===== src/rtl/serial_adder_pkg.sv =====
// Shared types and configuration checks for the digit-serial adder.
package serial_adder_pkg;

  typedef enum logic [1:0] {
    IDLE = 2'd0,
    RUN  = 2'd1,
    DONE = 2'd2
  } state_t;

  // True when the operand width is in range and splits into whole digits.
  function automatic bit cfg_legal(input int width, input int digit);
    return (width >= 2) && (width <= 64) && (digit >= 1) &&
           (digit <= width) && ((width % digit) == 0);
  endfunction

endpackage


===== src/rtl/full_adder_dataflow.sv =====
// One-bit full adder cell, chained to form each digit of the serial adder.
module full_adder_dataflow (
  input  logic a,
  input  logic b,
  input  logic cin,
  output logic sum,
  output logic cout
);

  assign sum  = a ^ b ^ cin;
  assign cout = (a & b) | (a & cin) | (b & cin);

endmodule


===== src/rtl/serial_adder.sv =====
// Digit-serial adder: DIGIT bits per cycle, WIDTH/DIGIT cycles per operation.
// Optional subtract mode (port sub) is built when SERIAL_ADDER_SUB_EN is defined.
module serial_adder
  import serial_adder_pkg::*;
#(
  parameter int WIDTH = 8,
  parameter int DIGIT = 1
) (
  input  logic             clk,
  input  logic             rst_n,
  input  logic             start,
  input  logic [WIDTH-1:0] a,
  input  logic [WIDTH-1:0] b,
  input  logic             cin,
`ifdef SERIAL_ADDER_SUB_EN
  input  logic             sub,
`endif
  output logic             busy,
  output logic             done,
  output logic [WIDTH-1:0] sum,
  output logic             cout,
  output logic             ovf,
  output state_t           state_dbg
);

  localparam int N  = WIDTH / DIGIT;
  localparam int CW = (N > 1) ? $clog2(N) : 1;

  if (!cfg_legal(WIDTH, DIGIT)) begin : g_bad_cfg
    $error("serial_adder: WIDTH must be 2..64 and a multiple of DIGIT");
  end

  // Handshake: start is sampled on a rising edge only in IDLE or DONE; busy is
  // high for exactly N cycles, then done pulses for one cycle with sum/cout/ovf
  // valid, and those outputs hold until the next done.
  state_t           state, state_nx;
  logic             load;
  logic [WIDTH-1:0] a_q, b_q, res_q;
  logic             carry_q;
  logic [CW-1:0]    cnt_q;
  logic             last;
  logic [DIGIT:0]   c;
  logic [DIGIT-1:0] dsum;
  logic [WIDTH+DIGIT-1:0] res_cat;
  logic [WIDTH-1:0] res_nx;
  logic [WIDTH-1:0] b_ld;
  logic             c_ld;
  logic             unused_bits;

`ifdef SERIAL_ADDER_SUB_EN
  // Subtraction is a + ~b + 1; the carry-in port is ignored in that mode.
  assign b_ld = sub ? ~b : b;
  assign c_ld = sub ? 1'b1 : cin;
`else
  assign b_ld = b;
  assign c_ld = cin;
`endif

  assign c[0] = carry_q;
  for (genvar i = 0; i < DIGIT; i++) begin : g_digit
    full_adder_dataflow u_fa (
      .a    (a_q[i]),
      .b    (b_q[i]),
      .cin  (c[i]),
      .sum  (dsum[i]),
      .cout (c[i+1])
    );
  end

  // New digit enters at the MSB end; after N shifts the result is aligned.
  assign res_cat     = {dsum, res_q};
  assign res_nx      = res_cat[WIDTH+DIGIT-1:DIGIT];
  assign unused_bits = ^res_cat[DIGIT-1:0];
  assign last        = (cnt_q == CW'(N - 1));

  always_comb begin
    state_nx = state;
    load     = 1'b0;
    case (state)
      IDLE: begin
        if (start) begin
          state_nx = RUN;
          load     = 1'b1;
        end
      end
      RUN: begin
        if (last) state_nx = DONE;
      end
      DONE: begin
        if (start) begin
          state_nx = RUN;
          load     = 1'b1;
        end else begin
          state_nx = IDLE;
        end
      end
      default: state_nx = IDLE;
    endcase
  end

  always_ff @(posedge clk or negedge rst_n) begin
    if (!rst_n) state <= IDLE;
    else        state <= state_nx;
  end

  always_ff @(posedge clk or negedge rst_n) begin
    if (!rst_n) begin
      a_q     <= '0;
      b_q     <= '0;
      res_q   <= '0;
      carry_q <= 1'b0;
      cnt_q   <= '0;
      sum     <= '0;
      cout    <= 1'b0;
      ovf     <= 1'b0;
    end else if (load) begin
      a_q     <= a;
      b_q     <= b_ld;
      res_q   <= '0;
      carry_q <= c_ld;
      cnt_q   <= '0;
    end else if (state == RUN) begin
      a_q     <= a_q >> DIGIT;
      b_q     <= b_q >> DIGIT;
      res_q   <= res_nx;
      carry_q <= c[DIGIT];
      cnt_q   <= cnt_q + CW'(1);
      if (last) begin
        sum  <= res_nx;
        cout <= c[DIGIT];
        ovf  <= c[DIGIT] ^ c[DIGIT-1];
      end
    end
  end

  assign busy      = (state == RUN);
  assign done      = (state == DONE);
  assign state_dbg = state;

endmodule


===== config.mk =====
export PLATFORM = sky130hd
export DESIGN_NAME = serial_adder
export DESIGN_NICKNAME = d
export VERILOG_FILES = /design/src/rtl/serial_adder_pkg.sv /design/src/rtl/full_adder_dataflow.sv /design/src/rtl/serial_adder.sv
export SDC_FILE = /design/constraint.sdc
export NUM_CORES = 1
export LEC_CHECK = 0
export CAP_MARGIN = 20
export CORE_ASPECT_RATIO = 0.8
export CORE_MARGIN = 4
export CORE_UTILIZATION = 46
export DETAILED_ROUTE_END_ITERATION = 10
export GPL_TIMING_DRIVEN = 0
export PLACE_DENSITY = 0.75
export SLEW_MARGIN = 0
export SYNTH_ARGS = -nofsm -noshare
export SYNTH_HDL_FRONTEND = slang
export SYNTH_SLANG_ARGS = --single-unit

===== constraint.sdc =====
create_clock -name clk -period 1.5 [get_ports clk]
set_clock_uncertainty 0.05 [all_clocks]
set_input_delay 0.225 -clock clk [delete_from_list [all_inputs] [get_ports clk]]
set_output_delay 0.225 -clock clk [all_outputs]
set_load 0.1 [all_outputs]

==> metrics.csv <==
stage,metric,value,unit
sta,period_needed,1690,ps
placement,gp_congestion,0.752,
worst_hold_path,hold_path_class,input port to asynchronous set/reset pin,
worst_setup_path,crit_family,flip-flops,
worst_setup_path,arrival,1420,ps
synthesis,synth_top_area_share,55.3,%
worst_setup_path,crit_path_start_kind,flop,
worst_setup_path,ff2ff_setup_slack,-110,ps
sta,post-route-period-util,113,%
placement,port_buffers,33,
power,power_density,2490,mW/mm^2
synthesis,yosysSeqAreaShare,55.3,%
status,violations,"negative hold slack, negative setup slack",
worst_setup_path,critPathCaptureType,primary output,
floorplanning,initial_utilization,49.5,%
synthesis,synth_top_area_cell,dfrtp_1,
worst_setup_path,crit_path_frequent_cell,buf_6,
clocking,htreeDepth,2,
placement,place_hpwl,2590,um
sta,fin_ws,-190,ps
floorplanning,io_pins,34,
worst_setup_path,cp.depth,5,
global_routing,grt_pass1_vias,1373,
synthesis,synthTopCellsByArea,"dfrtp_1 (55%), mux2_2 (7.0%), a22o_1 (5.5%)",
synthesis,ys_seq_elements,39,
sta,final.setup.tns,-1630,ps
clocking,clk_pin_slew,90,ps
layout,antenna_cells,0,
worst_setup_path,reg2reg_depth,6,
drt,final_antenna_net_count,0,
sta,whs,-21.7,ps
drt,dr.pass1.iters,4,
layout,layout_common_cells,"dfrtp_1 (37), clkdlybuf4s50_1 (17), buf_2 (15)",
synthesis,syn_area_per_cell,12.3,um^2
floorplanning,core_region_area,0.00357,mm^2
floorplanning,die-area,0.00490,mm^2
layout,final_common_cell,dfrtp_1,
worst_setup_path,critPathLaunch,state_dbg[1],
sta,rsz0062_at_grt,yes,
synthesis,syn_area,0.00177,mm^2
clocking,cts_tree,built,
worst_setup_path,crit_chain,buf_6 > nand2b_4 > buf_6 > inv_12 > buf_12,
worst_setup_path,reg2reg_from,state_dbg[0],
clocking,insertion_delay,300,ps
clocking,cts_buffers,5,
layout,nFillCells,223,
synthesis,syn_inst,144,
global_routing,track_usage,17.4,%
global_routing,grt_max_degree,40,
power,ir_drop,1450,uV
global_routing,gr-total-overflow,0,
layout,drive_gt1_share,43.7,%
worst_setup_path,worst_path_max_delay_cell,dfrtp_4,
drt,route.vias.total,1365,
clocking,numClockSinks,39,
sta,max_freq,592,MHz
worst_setup_path,crit_fanout,4,
synthesis,ys.warnings.count,0,
worst_setup_path,slowest_delay,490,ps
drt,viasPerCell,5.50,
global_routing,antenna_found_initial,0,
worst_setup_path,rr_endpoint,res_q[7],
sta,hold_viol_final,29,
synthesis,synthesis.nets,167,
sta,setup_viol,24,
power,finalPower,0.00670,W
sta,slew_violations,0,
power,leakage,1.26,nW
drt,post_drt_wl_per_cell,18.3,um
worst_setup_path,worstSetupPathType,flop to primary output,
placement,dp_slack,-877,ps
worst_setup_path,worst-path-buf-inv,4,
worst_setup_path,critPathRequiredTime,1220,ps
worst_setup_path,cp-endpoint,busy,
layout,areaGrowthSynthToFinish,52.5,%
layout,fin_nets,228,
run,drv_cap,0,
drt,drc,0,
status,status,"complete, but fails checks",
drt,initialDrtViolationCount,84,
sta,worst_pin_slew,859,ps
floorplanning,die_h,63.4,um
drt,drt-total-wl,4530,um
global_routing,grt_pass1_wl,6650,um
synthesis,yosysUniqueCellTypes,26,
sta,max-slew-margin-rel,42.7,%
floorplanning,fp.dieW,77.3,um
clocking,cts_root_buf,clkbuf_8,
clocking,clockBufferDepth,2,
floorplanning,num_rows,19,
## sequential cells by signal, summed over array words and instances (netlist names)
signal / cells
ovf: 1
sum: 8
b_q: 8
cout: 1
res_q: 7
a_q: 8
state_dbg: 2
carry_q: 1
cnt_q: 3
## layout make-up
cell class | count | area, um^2 | share of cell area [%]
plain buffers | 10 | 129 | 4.79
clock buffers | 5 | 68.8 | 2.56
clock inverters | 3 | 67.6 | 2.51
inverters | 11 | 53.8 | 2.00
multi-input cells | 84 | 833 | 30.9
flip-flops and latches | 39 | 983 | 36.5
well taps | 42 | 52.6 | 1.95
repair buffers | 54 | 504 | 18.7
## cells by family after synthesis
logic type               after synthesis  synth area share [%]
buffers and inverters                 21                  6.17
adder cells (fa/ha/maj)                3                  2.55
AO/OA/AOI/OAI                         45                  17.2
XOR/XNOR                               2                 0.992
flip-flops                            39                  55.3
AND/OR/NAND/NOR                       14                  5.60
multiplexers                          20                  12.2
## metrics by stage
step           cell area, um^2  instances  utilization [%]
4_1_cts                   2480        235             69.7
6_report                  2690        248             75.5
3_5_place_dp              2210        219             61.9
5_1_grt                   2690        248             75.5
3_3_place_gp              2210        219             62.0
2_1_floorplan             1830        144                -
## report_power, final
part | switching (W) | total [W] | internal, W
clock | 0.000395 | 0.00106 | 0.000664
sequential | 0.000363 | 0.00190 | 0.00153
combinational | 0.00217 | 0.00374 | 0.00157
total | 0.00293 | 0.00670 | 0.00377
## what timing repair did
item,4_1_cts,5_1_grt
setup endpoints to repair,21,33
setup buffers,7,11
cloned,1,2
hold buffers,0,0
resized for setup,69,53
hold endpoints to repair,0,0
pin swaps,2,7
## Yosys cell counts, drive strengths merged
cell,instances
clkbuf,2
nand2,1
mux2,12
nand2b,2
a21oi,15
o22ai,8
mux2i,8
nor2b,7
a21o,1
nand3,1
ha,2
and2b,1
nand3b,1
dfrtp,39
o21ai,3
fa,1
a22o,11
xnor2,2
inv,11
a211oi,7
buf,8
nor2,1
## layer usage
layer / share of wire [%] / global-route usage [%] / vias up
met5: 0 / 0 / -
met4: 1.4 / 4.00 / 0
met3: 5.2 / 5.56 / 8
met2: 50 / 27.8 / 35
met1: 44 / 23.0 / 690
li1: - / - / 632
## how the worst min path moves through the flow
| stage | slack, ps | from | depth (start not counted) | to |
|---|---|---|---|---|
| floorplan | -120 | rst_n | 0 | a_q[0] |
| CTS | 10 | rst_n | 1 | a_q[7] |
| global placement | 440 | ovf | 2 | ovf |
| detailed placement | 330 | rst_n | 1 | a_q[7] |
| global route | 60 | rst_n | 1 | state_dbg[1] |
| finish | -20 | rst_n | 1 | state_dbg[1] |
No activity file was read; power rests on OpenSTA's default activity.
